[src/rtl/conv_pkg.sv]
// ============================================================================
// Module : conv_pkg
// Brief  : Shared convolution geometry constants and FSM state encoding.
// Rev    : 1.0
// ============================================================================
`default_nettype none

package conv_pkg;

    localparam int IFM_DATA_WIDTH = 32;
    localparam int NUM_LAYERS     = 32;
    localparam int NUM_FILTERS    = 64;
    localparam int NUM_ROWS       = 20;
    localparam int ROW_STEP       = 3;
    localparam int TAPS           = 3;

    // 3-tap windows stepping by ROW_STEP across NUM_ROWS rows -> 6 positions
    localparam int NUM_ROW_STEPS  = (NUM_ROWS - TAPS) / ROW_STEP + 1;
    localparam int TOTAL_GROUPS   = NUM_LAYERS * NUM_ROW_STEPS * NUM_FILTERS;

    typedef logic [1:0] state_t;

    localparam state_t ST_IDLE = 2'd0;
    localparam state_t ST_RUN  = 2'd1;
    localparam state_t ST_DONE = 2'd2;

    localparam logic [1:0] TAP_LAST = 2'd2;

endpackage

`default_nettype wire

[src/rtl/ifm_window_collector_sync_fifo.sv]
// ============================================================================
// Module : sync_fifo
// Brief  : Single-clock FIFO with flush; a push into a full FIFO succeeds
//          only when a pop happens in the same cycle.
// Rev    : 1.0
// ============================================================================
`default_nettype none

module sync_fifo #(
    parameter int WIDTH = 96,
    parameter int DEPTH = 4
) (
    input  logic                       clk,
    input  logic                       rst_n,
    input  logic                       flush_i,
    input  logic                       push_i,
    input  logic                       pop_i,
    input  logic [WIDTH-1:0]           data_i,
    output logic [WIDTH-1:0]           data_o,
    output logic                       full_o,
    output logic [$clog2(DEPTH):0]     count_o
);

    localparam int AW = $clog2(DEPTH);

    logic [WIDTH-1:0] mem_q [DEPTH];
    logic [AW-1:0]    wr_ptr_q;
    logic [AW-1:0]    rd_ptr_q;
    logic [AW:0]      count_q;
    logic             do_push;
    logic             do_pop;

    assign full_o  = (count_q == (AW+1)'(DEPTH));
    assign do_pop  = pop_i && (count_q != '0);
    assign do_push = push_i && (!full_o || do_pop);
    assign data_o  = mem_q[rd_ptr_q];
    assign count_o = count_q;

    always_ff @(posedge clk or negedge rst_n) begin
        if (!rst_n) begin
            wr_ptr_q <= '0;
            rd_ptr_q <= '0;
            count_q  <= '0;
        end else if (flush_i) begin
            wr_ptr_q <= '0;
            rd_ptr_q <= '0;
            count_q  <= '0;
        end else begin
            if (do_push) wr_ptr_q <= wr_ptr_q + 1'b1;
            if (do_pop)  rd_ptr_q <= rd_ptr_q + 1'b1;
            case ({do_push, do_pop})
                2'b10:   count_q <= count_q + 1'b1;
                2'b01:   count_q <= count_q - 1'b1;
                default: count_q <= count_q;
            endcase
        end
    end

    always_ff @(posedge clk) begin
        if (do_push && !flush_i) mem_q[wr_ptr_q] <= data_i;
    end

endmodule

`default_nettype wire

[src/rtl/ifm_window_collector.sv]
// ============================================================================
// Module : ifm_window_collector
// Brief  : Aligns BRAM read data to its address, packs 3-word windows into a
//          FIFO and hands them to the PE until the run's window count is met.
// Rev    : 1.0
// ============================================================================
`default_nettype none

module ifm_window_collector #(
    parameter int DATA_WIDTH   = conv_pkg::IFM_DATA_WIDTH,
    parameter int RD_LATENCY   = 1,
    parameter int FIFO_DEPTH   = 4,
    parameter int TOTAL_GROUPS = conv_pkg::TOTAL_GROUPS
) (
    input  logic                    clk,
    input  logic                    rst_n,
    input  logic                    start,
    input  logic                    addr_valid,
    input  logic [DATA_WIDTH-1:0]   bram_rdata,
    output logic [3*DATA_WIDTH-1:0] win_data,
    output logic                    win_valid,
    input  logic                    win_ready,
    output logic                    overflow,
    output logic                    busy,
    output logic                    done
);

    import conv_pkg::*;

    localparam int CNT_W  = $clog2(TOTAL_GROUPS + 1);
    localparam int WIN_W  = 3 * DATA_WIDTH;
    localparam int FCNT_W = $clog2(FIFO_DEPTH) + 1;

    state_t                 state_q, state_d;
    logic [RD_LATENCY-1:0]  pipe_q, pipe_d, pipe_shift;
    logic [1:0]             tap_idx_q, tap_idx_d;
    logic [DATA_WIDTH-1:0]  tap0_q, tap0_d, tap1_q, tap1_d;
    logic [CNT_W-1:0]       pop_cnt_q, pop_cnt_d;
    logic                   overflow_q, overflow_d;
    logic                   capture, push, pop, flush, fifo_full;
    logic [FCNT_W-1:0]      fifo_cnt;
    logic [WIN_W-1:0]       fifo_head;

    generate
        if (RD_LATENCY == 1) begin : g_pipe_single
            assign pipe_shift = addr_valid;
        end else begin : g_pipe_multi
            assign pipe_shift = {pipe_q[RD_LATENCY-2:0], addr_valid};
        end
    endgenerate

    assign pipe_d    = start ? '0 : pipe_shift;
    assign capture   = pipe_q[RD_LATENCY-1] && (state_q == ST_RUN) && !start;
    assign push      = capture && (tap_idx_q == TAP_LAST);
    assign win_valid = (state_q == ST_RUN) && (fifo_cnt != '0);
    assign pop       = win_valid && win_ready;
    assign win_data  = win_valid ? fifo_head : '0;
    assign flush     = start || ((state_q == ST_RUN) && (state_d == ST_DONE));

    always_comb begin
        tap_idx_d  = tap_idx_q;
        tap0_d     = tap0_q;
        tap1_d     = tap1_q;
        pop_cnt_d  = pop_cnt_q;
        overflow_d = overflow_q;
        if (start) begin
            tap_idx_d  = 2'd0;
            tap0_d     = '0;
            tap1_d     = '0;
            pop_cnt_d  = '0;
            overflow_d = 1'b0;
        end else begin
            if (capture) begin
                case (tap_idx_q)
                    2'd0: begin
                        tap0_d    = bram_rdata;
                        tap_idx_d = 2'd1;
                    end
                    2'd1: begin
                        tap1_d    = bram_rdata;
                        tap_idx_d = 2'd2;
                    end
                    default: begin
                        tap_idx_d = 2'd0;
                        // A same-cycle pop frees the slot, so only a stalled full FIFO drops
                        if (fifo_full && !pop) overflow_d = 1'b1;
                    end
                endcase
            end
            if (pop && (pop_cnt_q != CNT_W'(TOTAL_GROUPS))) pop_cnt_d = pop_cnt_q + 1'b1;
        end
    end

    always_ff @(posedge clk or negedge rst_n) begin
        if (!rst_n) begin
            state_q    <= ST_IDLE;
            pipe_q     <= '0;
            tap_idx_q  <= 2'd0;
            tap0_q     <= '0;
            tap1_q     <= '0;
            pop_cnt_q  <= '0;
            overflow_q <= 1'b0;
        end else begin
            state_q    <= state_d;
            pipe_q     <= pipe_d;
            tap_idx_q  <= tap_idx_d;
            tap0_q     <= tap0_d;
            tap1_q     <= tap1_d;
            pop_cnt_q  <= pop_cnt_d;
            overflow_q <= overflow_d;
        end
    end

    always_comb begin
        state_d = state_q;
        if (start) begin
            state_d = ST_RUN;
        end else begin
            case (state_q)
                ST_IDLE: state_d = ST_IDLE;
                ST_RUN:  if (pop_cnt_d == CNT_W'(TOTAL_GROUPS)) state_d = ST_DONE;
                ST_DONE: state_d = ST_DONE;
                default: state_d = ST_IDLE;
            endcase
        end
    end

    always_comb begin
        busy     = (state_q == ST_RUN);
        done     = (state_q == ST_DONE);
        overflow = overflow_q;
    end

    sync_fifo #(
        .WIDTH (WIN_W),
        .DEPTH (FIFO_DEPTH)
    ) u_fifo (
        .clk     (clk),
        .rst_n   (rst_n),
        .flush_i (flush),
        .push_i  (push),
        .pop_i   (pop),
        .data_i  ({bram_rdata, tap1_q, tap0_q}),
        .data_o  (fifo_head),
        .full_o  (fifo_full),
        .count_o (fifo_cnt)
    );

endmodule

`default_nettype wire

[config.mk]
export PLATFORM = sky130hd
export DESIGN_NAME = ifm_window_collector
export DESIGN_NICKNAME = d
export VERILOG_FILES = /design/src/rtl/conv_pkg.sv /design/src/rtl/ifm_window_collector_sync_fifo.sv /design/src/rtl/ifm_window_collector.sv
export SDC_FILE = /design/constraint.sdc
export NUM_CORES = 1
export LEC_CHECK = 0
export BUFFER_PORTS_ARGS = -buffer_cell sky130_fd_sc_hd__buf_2
export CORE_ASPECT_RATIO = 0.7
export CORE_MARGIN = 3
export CORE_UTILIZATION = 60
export DETAILED_ROUTE_END_ITERATION = 12
export PLACE_DENSITY = 0.84
export SETUP_SLACK_MARGIN = 0.02
export SYNTH_ARGS = -nofsm -noshare
export SYNTH_HDL_FRONTEND = slang
export SYNTH_SLANG_ARGS = --single-unit
[constraint.sdc]
create_clock -name clk -period 23.1 [get_ports clk]
set_clock_uncertainty 0.2 [all_clocks]
set_input_delay 1.155 -clock clk [delete_from_list [all_inputs] [get_ports clk]]
set_output_delay 1.155 -clock clk [all_outputs]
set_load 0.03 [all_outputs]
# Yosys cells after proc, flatten, opt, wreduce, memory -nomap -nowiden
# Memories as Yosys holds them, arrays and structs flattened.
# Index checks and enable logic that the tools add are counted.
op_classes:
  addsub: 5
  eq_ne: 11
  mux: 28
  reduce_logical: 30
ops:
  columns: ["op", "count"]
  rows:
  - ["$mux 32", 6]
  - ["$mux 96", 1]
  - ["$mux 14", 2]
  - ["$mux 2", 8]
  - ["$add 14x1->14 const B", 1]
  - ["$eq 14x14->1 const B", 1]
  - ["$ne 14x14->1 const B", 1]
  - ["$reduce_bool 2->1", 6]
  - ["$logic_and 1x1->1", 11]
  - ["$eq 2x2->1 const B", 4]
  - ["$pmux 2 s2", 2]
  - ["$mux 1", 7]
  - ["$eq 2x1->1 const B", 3]
  - ["$pmux 3 s2", 1]
  - ["$reduce_bool 3->1", 2]
  - ["$add 2x1->2 const B", 2]
  - ["$logic_not 1->1", 4]
  - ["$reduce_and 2->1", 2]
  - ["$add 3x1->3 const B", 1]
  - ["$eq 3x3->1 const B", 1]
  - ["$mux 3", 1]
  - ["$reduce_and 3->1", 1]
  - ["$sub 3x1->3 const B", 1]
  - ["$logic_not 2->1", 1]
  - ["other kinds (3)", 4]
word_totals:
  regBits: 91
  ram_bits: 384
  inputBits: 37
  output_inout_bits: 100
  wordCells: 85
  n_memories: 1
memory_table:
  columns: ["name", "depth", "width", "read_ports", "rd_ports_with_merged_regs", "write_ports", "line", "source"]
  rows:
  - ["u_fifo.mem_q", 4, 96, 1, 0, 1, "ifm_window_collector_sync_fifo.sv:26", "logic [WIDTH-1:0] mem_q [DEPTH];"]

# Depth between registers and ports, before layout
depth:
  ltp_word: 17
  depth_mapped: 12
  mapped_depth_nobuf: 11

# Modules after synthesis
# From an unflattened synthesis, not the netlist that was laid out.
unflattened:
  cells_unflattened: 1102
  area_unflattened_um2: 18914.4
by_module_without_submodules:
  columns: ["mod", "instances", "cells_per_inst", "area_per_inst_um2", "seq_area_each_um2"]
  rows:
  - ["sync_fifo", 1, 568, 14396.3, 11706.2]
  - ["ifm_window_collector", 1, 534, 4518.1, 2102.0]

# Worst setup path before layout
# Ideal clock, no wire load.
synth_timing:
  kind: "input to register"
  startpoint: "in win_ready"
  endpoint: "mem u_fifo.mem_q[0][0], enable pin"
  setup_ns: 0.688
  t_arrival_ns: 9.484
  t_required_ns: 22.212
  slack_ns: 12.727
  path_stages: 6
  n_path_buf: 0
  cell_sequence: "o311ai_2 -> or4_2 -> a21o_1 -> o211ai_1 -> nor4_4 -> nor3b_1"
synth_between:
  elab_chain_cells: 15
  word_cells_on_any_way: 18
  classes_between: "eq/ne: 2; mux: 7; reduce/logical: 9"
synth_rtl:
  columns: ["item", "line", "source"]
  rows:
  - ["start: declaration", "ifm_window_collector.sv:22", "input logic win_ready,"]
  - ["$logic_and 1x1->1 *", "ifm_window_collector.sv:56", "assign pop = win_valid && win_ready;"]
  - ["$logic_and 1x1->1", "ifm_window_collector.sv:90", "if (pop && (pop_cnt_q != CNT_W'(TOTAL_GROUPS))) pop_cnt_d = pop_cnt_q + 1'b1;"]
  - ["$mux 14", "ifm_window_collector.sv:90", null]
  - ["$mux 14", "ifm_window_collector.sv:66", "if (start) begin"]
  - ["$eq 14x14->1", "ifm_window_collector.sv:121", "ST_RUN: if (pop_cnt_d == CNT_W'(TOTAL_GROUPS)) state_d = ST_DONE;"]
  - ["$mux 2", "ifm_window_collector.sv:121", null]
  - ["$pmux 2 s2", "ifm_window_collector.sv:119", "case (state_q)"]
  - ["$mux 2", "ifm_window_collector.sv:116", "if (start) begin"]
  - ["$eq 2x2->1", "ifm_window_collector.sv:58", "assign flush = start || ((state_q == ST_RUN) && (state_d == ST_DONE));"]
  - ["$logic_and 1x1->1", "ifm_window_collector.sv:58", null]
  - ["$logic_or 1x1->1", "ifm_window_collector.sv:58", null]
  - ["$logic_not 1->1", "ifm_window_collector_sync_fifo.sv:60", "if (do_push && !flush_i) mem_q[wr_ptr_q] <= data_i;"]
  - ["$logic_and 1x1->1 *", "ifm_window_collector_sync_fifo.sv:60", null]
  - ["$mux 1 *", "ifm_window_collector_sync_fifo.sv:60", null]
  - ["$mux 1 (implied by the code) *", "ifm_window_collector_sync_fifo.sv:60", null]
  - ["end: declaration", "ifm_window_collector_sync_fifo.sv:26", null]
# Mark *: on every way between the ends. The rest lies on a longest branch, timed or not.

# Worst setup path in the final report
layout_timing:
  startpoint: "reg u_fifo.rd_ptr_q[0]"
  endpoint: "out win_data[42]"
layout_between:
  elab_chain_cells: 2
layout_rtl:
  columns: ["item", "line", "source"]
  rows:
  - ["start: declaration", "ifm_window_collector_sync_fifo.sv:28", "logic [AW-1:0] rd_ptr_q;"]
  - ["start signal: assignment", "ifm_window_collector_sync_fifo.sv:50", "if (do_pop) rd_ptr_q <= rd_ptr_q + 1'b1;"]
  - ["$mem_v2 4x96", null, null]
  - ["$mux 96", "ifm_window_collector.sv:57", "assign win_data = win_valid ? fifo_head : '0;"]
  - ["end: declaration", "ifm_window_collector.sv:20", "output logic [3*DATA_WIDTH-1:0] win_data,"]
# No other way between the ends.

==> results_dict.tcl <==
set metrics [dict create \
    synth.area.top_cells "edfxtp_1, dfrtp_1, mux4_2" \
    io-pin-count 137 \
    cap_viol_max_count 0 \
    core_area_um2 30400 \
    n_antenna_cell 0 \
    r2r_cells 8 \
    yosysUniqueCellTypes 51 \
    cts-resized-gates 0 \
    period_share_pct 21.7 \
    synth_area_leader_cell "edfxtp_1" \
    cpPeakStageDelay_ps 1100 \
    cp_max_fo 51 \
    cts_inserted_buffers 42 \
    syn_inst 1078 \
    die_h_um 154 \
    met1_usage_pct 34.4 \
    die_area_um2 33400 \
    vias 10100 \
    final_cell_mix "edfxtp_1, nand2_1, buf_2" \
    setup_tns_ps 0 \
    status "finished, final reports clean" \
    htreeDepth 2 \
    fmax_mhz 200 \
    top_usage_layer "met2" \
    grt_pass1_vias 10500 \
    cts_tree "done" \
    clock_path_buffers 3 \
    track_usage_pct 24.3 \
    crit_chain "buf_4, mux4_2, nor2b_1, buf_2" \
    hpwl_um 21800 \
    synth-async-reset-ratio_pct 19.2 \
    avgRoutedWirePerCell_um 23.9 \
    ys_seq_area_share_pct 73.8 \
    p_total_uw 1830 \
    synth_edf_count 384 \
    yosysWarningCount 0 \
    ant_nets 0 \
    fin_nets 1256 \
    cts.hold.buffers_added 0 \
    path_class "flop to output pin" \
    syn_avg_cell_area_um2 17.3 \
    rows 53 \
    grt_max_degree 90 \
    drive_gt1_share_pct 26.5 \
    hold_viol_final 0 \
    cts_sinks 475 \
    cts_root_buf "clkbuf_16" \
    slew_headroom_pct 25.3 \
    drtIter0Drc 813 \
    power_density_nw_per_um2 86.5 \
    critPathArrivalTime_ps 3650 \
    grt_pass1_wl_um 61800 \
    hold_path_class "input pin to async pin" \
    syn_nets 1124 \
    clk_pin_slew_ps 60 \
    crit_required_ps 21750 \
    place_congestion 0.827 \
    vias_per_cell 6.09 \
    critPathCaptureType "output pin" \
    firstDrtPassIters 6 \
    gr-total-overflow 0 \
    fin_hold_ws_ps 257 \
    io_buffers 136 \
    drc 0 \
    grt_setup_unrepaired "false" \
    syn_area_um2 18700 \
    synthFlopType "edfxtp_1" \
    worstMarginPinSlew_ps 1120 \
    clock_latency_ps 560 \
    slowest_stage "dfrtp_4" \
    cts_setup_buffers 0 \
    synth_top_area_share_pct 61.7 \
    slew_viol_final 0 \
    dieWidth_um 217 \
    layout-area-overhead-vs-synth_pct 13.3 \
    setup_violations 0 \
    start_util_pct 61.6 \
    ys_seq_elements 475 \
    grtUsageMet3_pct 5.59 \
    gr-usage-met2_pct 38.5 \
    final_common_cell "edfxtp_1" \
    routed_wl_um 39600 \
    post-route-min-period_ps 5010 \
    ir_drop_mv 0.0802 \
    power.leakage_uw 0.00743 \
    critical_path.startpoint_type "flop" \
    antenna_found_initial 2 \
]
-- flip-flops by register name, indices dropped and copies added, names as in the netlist --
register	flops
u_fifo.rd_ptr_q	2
tap0_q	32
state_q	2
tap1_q	32
u_fifo.mem_q	384
u_fifo.count_o	3
pipe_q	1
u_fifo.wr_ptr_q	2
tap_idx_q	2
pop_cnt_q	14
overflow	1
-- worst paths after layout --
kind | to | from | slack, ps
setup / recovery | win_data[42] | u_fifo.rd_ptr_q[0]$_DFFE_PN0P_ | 18090
hold / removal | tap0_q[18]$_DFFE_PN0P_ | rst_n | 260
setup reg to reg | u_fifo.mem_q[0][20]$_DFFE_PP_ | state_q[1]$_DFF_PN0_ | 18490
hold reg to reg | u_fifo.mem_q[3][44]$_DFFE_PP_ | tap1_q[12]$_DFFE_PN0P_ | 320
max in group asynchronous | u_fifo.rd_ptr_q[0]$_DFFE_PN0P_ | rst_n | 20970
min in group clk | u_fifo.mem_q[3][44]$_DFFE_PP_ | tap1_q[12]$_DFFE_PN0P_ | 320
-- cells by family (layout without fill, tap and decap cells) --
group                    count (synthesis)  count (layout)  share of synthesized area (%)
buffers and inverters                   76             242                           1.66
AND/OR/NAND/NOR                        312             312                           8.49
multiplexers                            98              98                           11.7
XOR/XNOR                                17              17                          0.796
adder cells (fa/ha/maj)                  9               9                          0.642
flip-flops                             475             475                           73.8
AO/OA/AOI/OAI                           91              91                           2.89
-- power breakdown --
part	leakage (uW)	switching (uW)	internal, uW
clock	0.000690	300	404
combinational	0.00197	123	62.1
sequential	0.00476	15.1	928
total	0.00743	438	1390
-- critical path, delay by kind of cell (launching register included) --
family,cells,cell delay [ps]
flip-flops,1,1100
buffers and inverters,2,1170
AND/OR/NAND/NOR,1,190
multiplexers,1,610
-- through the flow --
step           setup WS (ps)  std cells  util [%]  area, um^2
2_1_floorplan          12730       1078         -       18700
3_3_place_gp           18020       1578      65.1       19800
3_5_place_dp           17940       1578      65.1       19800
4_1_cts                17960       1656      69.7       21200
5_1_grt                17780       1656      69.7       21200
6_report               18090       1656      69.7       21200
-- area by class of cell --
type                            count  area (um^2)
Inverter                           14         52.6
Timing Repair Buffer              150          791
Fill cell                        1890         9190
Clock inverter                     16          126
Tap cell                          412          515
Multi-Input combinational cell    527         4610
Sequential cell                   475        13800
Clock buffer                       62         1270
-- synth_stat cells (all sizes together), types with 7 or more instances --
| cell type | instances |
|---|---|
| ha | 8 |
| xor2 | 7 |
| nand3 | 12 |
| nor2 | 21 |
| buf | 17 |
| a21oi | 72 |
| mux4 | 96 |
| nor3 | 11 |
| inv | 14 |
| xnor2 | 10 |
| dfrtp | 91 |
| nor2b | 99 |
| clkbuf | 45 |
| nand2 | 141 |
| edfxtp | 384 |
| nor3b | 7 |
-- routing by layer --
metal,share of wire (%),vias up
met5,0.053,-
met4,2.5,4
met3,8.0,79
met2,48,474
met1,41,5193
li1,-,4339
Note: power is estimated with default switching activity, not from simulation.
